$ cat config.mk
export PLATFORM = sky130hd
export DESIGN_NAME = tour_cmd_sequencer
export DESIGN_NICKNAME = d
export VERILOG_FILES = /design/src/rtl/tour_cmd_sequencer.sv
export SDC_FILE = /design/constraint.sdc
export NUM_CORES = 1
export LEC_CHECK = 0
export ABC_CLOCK_PERIOD_IN_PS = 6900
export BUFFER_PORTS_ARGS = -buffer_cell sky130_fd_sc_hd__buf_2
export CORE_UTILIZATION = 50
export DETAILED_ROUTE_END_ITERATION = 8
export GPL_ROUTABILITY_DRIVEN = 0
export PLACE_DENSITY = 0.63
export REMOVE_ABC_BUFFERS = 1
export SLEW_MARGIN = 20
export SYNTH_ARGS = -nofsm -noshare
export SYNTH_HDL_FRONTEND = slang
export SYNTH_SLANG_ARGS = --single-unit
export TNS_END_PERCENT = 10
$ cat constraint.sdc
create_clock -name i_clk -period 6.9 [get_ports i_clk]
set_input_delay 1.38 -clock i_clk [delete_from_list [all_inputs] [get_ports i_clk]]
set_output_delay 1.38 -clock i_clk [all_outputs]
set_load 0.02 [all_outputs]
$ cat src/rtl/tour_cmd_sequencer.sv
// rtl/tour_cmd_sequencer.sv - Knight command queue with send/ack/retry sequencing toward RemoteComm
// Optional feature macro: SEQ_PAUSE_EN (adds i_pause input and a PAUSE state)
module tour_cmd_sequencer #(
  parameter int          DEPTH     = 16,
  parameter logic [7:0]  ACK       = 8'hA5,
  parameter logic [23:0] TMO_CYC   = 24'd5000000,
  parameter int          MAX_RETRY = 2
) (
  input  logic        i_clk,
  input  logic        i_rst,
  input  logic        i_wr_cmd,
  input  logic [15:0] i_cmd_in,
  input  logic        i_start,
`ifdef SEQ_PAUSE_EN
  input  logic        i_pause,
`endif
  output logic        o_send_cmd,
  output logic [15:0] o_cmd,
  input  logic        i_cmd_sent,
  input  logic        i_resp_rdy,
  input  logic [7:0]  i_resp,
  output logic        o_full,
  output logic        o_empty,
  output logic        o_busy,
  output logic        o_done,
  output logic        o_err,
  output logic [7:0]  o_n_acked
);

  localparam int AW = $clog2(DEPTH);

  // ST_NEXT is the cycle after an ACK pop, where the post-pop queue level decides DONE vs SEND.
`ifdef SEQ_PAUSE_EN
  typedef enum logic [2:0] {
    ST_IDLE, ST_SEND, ST_WAIT_SENT, ST_WAIT_RESP, ST_NEXT, ST_DONE, ST_ERR, ST_PAUSE
  } state_t;
`else
  typedef enum logic [2:0] {
    ST_IDLE, ST_SEND, ST_WAIT_SENT, ST_WAIT_RESP, ST_NEXT, ST_DONE, ST_ERR
  } state_t;
`endif

  state_t      r_state;
  state_t      w_state_nxt;
  state_t      w_send_tgt;
  logic [15:0] r_mem [DEPTH];
  logic [AW:0] r_wr_ptr;
  logic [AW:0] r_rd_ptr;
  logic [7:0]  r_retry;
  logic [23:0] r_timer;
  logic [7:0]  r_n_acked;
  logic        w_push;
  logic        w_pop;
  logic        w_full;
  logic        w_empty;
  logic        w_ack;
  logic        w_timeout;
  logic        w_retry_inc;
  logic        w_retry_clr;
  logic        w_cnt_clr;

  assign w_full    = (r_wr_ptr[AW] != r_rd_ptr[AW]) && (r_wr_ptr[AW-1:0] == r_rd_ptr[AW-1:0]);
  assign w_empty   = (r_wr_ptr == r_rd_ptr);
  assign w_push    = i_wr_cmd && !w_full;
  assign w_ack     = i_resp_rdy && (i_resp == ACK);
  assign w_timeout = (r_timer == TMO_CYC - 24'd1);

`ifdef SEQ_PAUSE_EN
  assign w_send_tgt = i_pause ? ST_PAUSE : ST_SEND;
`else
  assign w_send_tgt = ST_SEND;
`endif

  assign o_full     = w_full;
  assign o_empty    = w_empty;
  assign o_cmd      = w_empty ? 16'd0 : r_mem[r_rd_ptr[AW-1:0]];
  assign o_send_cmd = (r_state == ST_SEND);
  assign o_busy     = !((r_state == ST_IDLE) || (r_state == ST_DONE) || (r_state == ST_ERR));
  assign o_done     = (r_state == ST_DONE);
  assign o_err      = (r_state == ST_ERR);
  assign o_n_acked  = r_n_acked;

  // Queue storage: written on accepted pushes only, never reset.
  always_ff @(posedge i_clk) begin
    if (w_push) begin
      r_mem[r_wr_ptr[AW-1:0]] <= i_cmd_in;
    end
  end

  // Queue pointers: push and pop are independent so both land in the same cycle.
  always_ff @(posedge i_clk) begin
    if (i_rst) begin
      r_wr_ptr <= '0;
      r_rd_ptr <= '0;
    end else begin
      if (w_push) r_wr_ptr <= r_wr_ptr + (AW+1)'(1);
      if (w_pop)  r_rd_ptr <= r_rd_ptr + (AW+1)'(1);
    end
  end

  // Sequencer state, response timer, retry count and ack counter.
  always_ff @(posedge i_clk) begin
    if (i_rst) begin
      r_state   <= ST_IDLE;
      r_timer   <= 24'd0;
      r_retry   <= 8'd0;
      r_n_acked <= 8'd0;
    end else begin
      r_state <= w_state_nxt;
      r_timer <= (r_state == ST_WAIT_RESP) ? r_timer + 24'd1 : 24'd0;
      if (w_retry_clr)      r_retry <= 8'd0;
      else if (w_retry_inc) r_retry <= r_retry + 8'd1;
      if (w_cnt_clr)                        r_n_acked <= 8'd0;
      else if (w_pop && r_n_acked != 8'hFF) r_n_acked <= r_n_acked + 8'd1;
    end
  end

  // Next-state and per-cycle control decisions; a response beats a same-cycle timeout.
  always_comb begin
    w_state_nxt = r_state;
    w_pop       = 1'b0;
    w_retry_inc = 1'b0;
    w_retry_clr = 1'b0;
    w_cnt_clr   = 1'b0;
    case (r_state)
      ST_IDLE, ST_DONE: begin
        if (i_start) begin
          if (!w_empty) begin
            w_state_nxt = w_send_tgt;
            w_cnt_clr   = 1'b1;
            w_retry_clr = 1'b1;
          end else begin
            w_state_nxt = ST_DONE;
          end
        end
      end
      ST_SEND:      w_state_nxt = ST_WAIT_SENT;
      ST_WAIT_SENT: if (i_cmd_sent) w_state_nxt = ST_WAIT_RESP;
      ST_WAIT_RESP: begin
        if (w_ack) begin
          w_pop       = 1'b1;
          w_retry_clr = 1'b1;
          w_state_nxt = ST_NEXT;
        end else if (i_resp_rdy || w_timeout) begin
          if (r_retry < 8'(MAX_RETRY)) begin
            w_retry_inc = 1'b1;
            w_state_nxt = w_send_tgt;
          end else begin
            w_state_nxt = ST_ERR;
          end
        end
      end
      ST_NEXT:      w_state_nxt = w_empty ? ST_DONE : w_send_tgt;
      ST_ERR: begin
        if (i_start) begin
          w_retry_clr = 1'b1;
          w_state_nxt = w_send_tgt;
        end
      end
`ifdef SEQ_PAUSE_EN
      ST_PAUSE:     if (!i_pause) w_state_nxt = ST_SEND;
`endif
      default:      w_state_nxt = ST_IDLE;
    endcase
  end

endmodule

# --- Yosys cells after proc, flatten, opt, wreduce, memory -nomap -nowiden ---
# Memory sizes are Yosys's and may differ from the RTL's. A register that Yosys moved wholly into a read port is not among the register bits.
# Index checks and enable logic that the tools add are counted.
op_classes:
  addsub: 5
  n_lt_le_gt_ge: 1
  eq_ne: 16
  muxes: 24
  bitwise_logic: 1
  reduce_logical: 15
ops:
  columns: ["op", "count"]
  rows:
  - ["24-bit by 1-bit adder with 24-bit output (second input constant)", 1]
  - ["24-bit by 23-bit equality test with 1-bit output (second input constant)", 1]
  - ["3-bit 2-to-1 mux", 7]
  - ["3-bit one-hot mux with 6 select lines", 1]
  - ["8-bit by 1-bit adder with 8-bit output (second input constant)", 2]
  - ["16-bit 2-to-1 mux", 1]
  - ["1-bit 2-to-1 mux", 12]
  - ["5-bit by 1-bit adder with 5-bit output (second input constant)", 2]
  - ["3-bit equality test (second input constant)", 3]
  - ["8-bit equality test (second input constant)", 1]
  - ["8-bit by 2-bit less-than comparator with 1-bit output (second input constant)", 1]
  - ["4-bit 2-to-1 mux", 2]
  - ["8-bit inequality test (second input constant)", 1]
  - ["2-bit OR reduction", 4]
  - ["3-bit by 2-bit equality test with 1-bit output (second input constant)", 2]
  - ["2-bit inequality test (second input constant)", 3]
  - ["5-bit equality test", 1]
  - ["4-bit equality test", 1]
  - ["1-bit logical AND", 4]
  - ["4-bit AND reduction", 1]
  - ["3-bit by 1-bit equality test with 1-bit output (second input constant)", 1]
  - ["3-bit zero test", 1]
  - ["1-bit logical OR", 3]
  - ["3-bit by 2-bit inequality test with 1-bit output (second input constant)", 1]
  - ["other kinds (4)", 5]
totals:
  ff_bits: 53
  ramBits: 256
  out_inout_bits: 30
  word_cells: 69
  mem_count: 1
mem_list:
  columns: ["memory", "depth", "width", "rd", "rd_clocked_by_memory_dff", "write_ports", "line_no", "rtl"]
  rows:
  - ["r_mem", 16, 16, 1, 1, 1, "46", "logic [15:0] r_mem [DEPTH];"]

# --- Longest topological paths before layout ---
depth:
  word_depth: 6
  depth_mapped: 7

# --- Worst setup path after synthesis ---
# Ideal clock, no wire load.
synth_path:
  path_kind: "register to output"
  startpoint: "register with a tool-made name"
  endpoint: "output port o_cmd[0]"
  t_arrival_ps: 1972
  t_required_ps: 5520
  slack_ps: 3548
  path_stages_with_launch: 6
  path_buffers: 2
  cell_sequence: "dfxtp_1 -> buf_2 -> buf_2 -> mux4_2 -> mux4_2 -> nor2b_1"
synth_lines:
  columns: ["item", "line_no", "rtl"]
  rows:
  - ["to (decl)", "18", "output logic [15:0] o_cmd,"]

==> results.json <==
{
  "status": "complete, no violations",
  "fp.dieW_um": 160,
  "synth_flop_cell": "edfxtp_1",
  "layout.cells.non_filler": 1123,
  "yosysMostFrequentCell": "edfxtp_1",
  "io_pins": 60,
  "areaGrowthSynthToFinish_pct": 14.2,
  "cp.required_ns": 5.52,
  "cts-resized-gates": 0,
  "hold_class": "register to register",
  "grt_use_total": 0.199,
  "startpoint_type": "register",
  "slowest_stage": "dfxtp_4",
  "placedCellCount": 1067,
  "path_delay_family": "multiplexers",
  "clock_latency_ns": 0.54,
  "drc": 0,
  "clk_path_buf_depth": 3,
  "cts-root-buf": "clkbuf_16",
  "cts_inserted_buffers": 30,
  "cts_tree": "built",
  "power_switching_share": 0.210,
  "p_leak_nw": 4.59,
  "p_sw_mw": 0.831,
  "async_flop_share": 0,
  "synth_warnings": 0,
  "seqPwrFrac": 0.532,
  "finalCriticalPeriod_ns": 4.77,
  "slew_headroom": 0.372,
  "end_kind": "primary output",
  "path_buf_inv": 2,
  "max-cap-violations": 0,
  "coreArea_um2": 24400,
  "drive_gt1_frac": 0.294,
  "yosysSeqAreaShare": 0.707,
  "synth_top_cell_by_area": "edfxtp_1",
  "p_comb_frac": 0.060,
  "worst_slew_pin_slew_ns": 0.942,
  "antenna_found_initial": 2,
  "synth_seq_cells": 313,
  "yosysUniqueCellTypes": 50,
  "finalHoldViolations": 0,
  "drtIter0Drc": 558,
  "route.vias.total": 6399,
  "dieArea_um2": 25600,
  "synthTopCellsByArea": "edfxtp_1 62%, mux4_2 14%, dfxtp_1 9.1%",
  "clk_pin_slew_ns": 0.06,
  "post_cts_buffers": 0,
  "grt_max_degree": 44,
  "cts_hold_buf": 0,
  "setup_tns_ns": 0,
  "fp-row-count": 57,
  "yosys.area.top_type_share": 0.615,
  "internal-power_mw": 3.13,
  "grt_pass1_vias": 6593,
  "netlist_instances": 696,
  "cp.arrival_ns": 3.39,
  "p_per_area_nw_per_um2": 278,
  "die_y_um": 160,
  "grt_pass1_wl_um": 38500,
  "drt_wl_total_um": 24600,
  "crit_chain": "buf_4 -> mux4_2 -> mux4_2 -> nor2b_1 -> buf_2",
  "htreeDepth": 1,
  "slew_violations": 0,
  "slowest_delay_ns": 0.89,
  "cts.sinks": 313,
  "cp_max_fo": 41,
  "ir_drop_uv": 153,
  "drtPass1Iterations": 7,
  "synthTopCellsByCount": "256 x edfxtp_1, 80 x mux4_2, 59 x nor2_1",
  "syn_area_per_cell_um2": 18.0,
  "synth_area_um2": 12500,
  "synth-edff-count": 256,
  "crit_path_frequent_cell": "mux4_2",
  "wire_per_inst_um": 21.9,
  "nets": 813,
  "finalCritPeriodShare": 0.691,
  "rsz0062_at_grt": "false",
  "max_freq_ghz": 0.210,
  "p_clk_frac": 0.409,
  "setup_viol": 0,
  "ant_nets": 0,
  "io_buffers": 59,
  "fin_skew_ns": 0.00611,
  "grt_overflow": 0,
  "num_antenna_cells": 0,
  "vias_per_cell": 5.70,
  "place.detailed.hpwl_um": 14000,
  "start_util": 0.512,
  "regToRegSetupSlack_ns": 4.56,
  "critPathKind": "register to primary output"
}
[final timing paths]
check	startpoint	end	depth (start not counted)
max	register	o_cmd[8]	5
min	r_retry[4]	r_retry[4]	1
max reg2reg	r_wr_ptr[2]	r_mem[15][6]	4
min reg2reg	r_retry[4]	r_retry[4]	1
[state kept, by name, summed over array words and instances, names as in the netlist, named ones only]
register / count
o_n_acked: 8
r_mem: 256
r_rd_ptr: 5
r_retry: 8
r_state: 3
r_timer: 24
r_wr_ptr: 5
[final cells by class]
cell class / count / area [µm²]
Fill cell: 1829 / 10100
Clock inverter: 9 / 97.6
Clock buffer: 47 / 906
Sequential cell: 313 / 8840
Tap cell: 324 / 405
Multi-Input combinational cell: 341 / 3540
Inverter: 10 / 37.5
Timing Repair Buffer: 79 / 445
[metal layers]
metal | part of all wire | global-route usage | up-vias
met4 | 0.016 | 0.0411 | 0
met1 | 0.41 | 0.262 | 3301
met2 | 0.53 | 0.358 | 168
li1 | - | - | 2898
met5 | 0 | 0 | -
met3 | 0.046 | 0.0244 | 32
[cells in the final DEF, fill, tap and decap left out, types with 3 or more instances in the layout]
cell       Yosys  final
clkinv_2       0      6
clkbuf_1      16      9
nor3_1        11      7
dfxtp_1       57     55
and3_1         4      4
o21a_1         4      4
edfxtp_1     256    256
nor2_2         0     12
nor4_1         4      4
and2_1         7      7
nor3b_1        3      3
a21oi_1        6      6
nand3_1       12     12
inv_1         10     10
ha_1           8      8
xor2_1        24     24
nand2b_1       3      3
nor3_2         1      5
nand4_1       12     12
a31oi_1        3      3
clkbuf_16      0     31
clkbuf_8       0      7
nor2_1        59     47
buf_4          1     20
xnor2_1       19     19
nand2_1       23     23
mux4_2        80     80
o21ai_0        5      5
o211ai_1       3      3
nor2b_1       18     18
and4_1         4      4
buf_2         11     59
[worst reg2reg max path, stage by stage, from the launching register on]
cell and delay [ns]:
dfxtp_1 0.56, xnor2_1 0.18, nand4_1 0.30, o21ai_0 0.38, inv_1 0.50
[cells by family (layout without fill, tap and decap cells)]
logic type               after synthesis  count (layout)  share of synthesized area
flip-flops                           313             313                      0.707
AND/OR/NAND/NOR                      177             177                     0.0782
multiplexers                          82              82                      0.146
XOR/XNOR                              43              43                     0.0301
buffers and inverters                 42             145                     0.0140
AO/OA/AOI/OAI                         31              31                     0.0172
adder cells (fa/ha/maj)                8               8                    0.00801
[power by group through the flow]
| stage | Combinational [mW] | Clock [mW] | Sequential [mW] |
|---|---|---|---|
| 6_report | 0.236 | 1.62 | 2.11 |
| 5_1_grt | 0.257 | 1.73 | 2.11 |
| 4_1_cts | 0.238 | 1.65 | 2.11 |
| 3_5_place_dp | 0.237 | 0 | 2.15 |
| 3_3_place_gp | 0.228 | 0 | 2.14 |
| 2_1_floorplan | 0.146 | 0 | 2.14 |
[metrics by stage]
step | power [mW] | instance area [µm²] | hold WS [ns] | util | setup slack, ns
after detailed placement | 2.38 | 13300 | 0.448 | 0.544 | 2.60
after global placement | 2.37 | 13300 | 0.441 | 0.544 | 2.64
after CTS | 4.00 | 14300 | 0.462 | 0.585 | 2.01
after global routing | 4.09 | 14300 | 0.486 | 0.585 | 1.89
final | 3.96 | 14300 | 0.459 | 0.585 | 2.13
after floorplan | 2.29 | 12400 | 0.430 | - | 1.49
No activity file was read; power rests on OpenSTA's default activity.
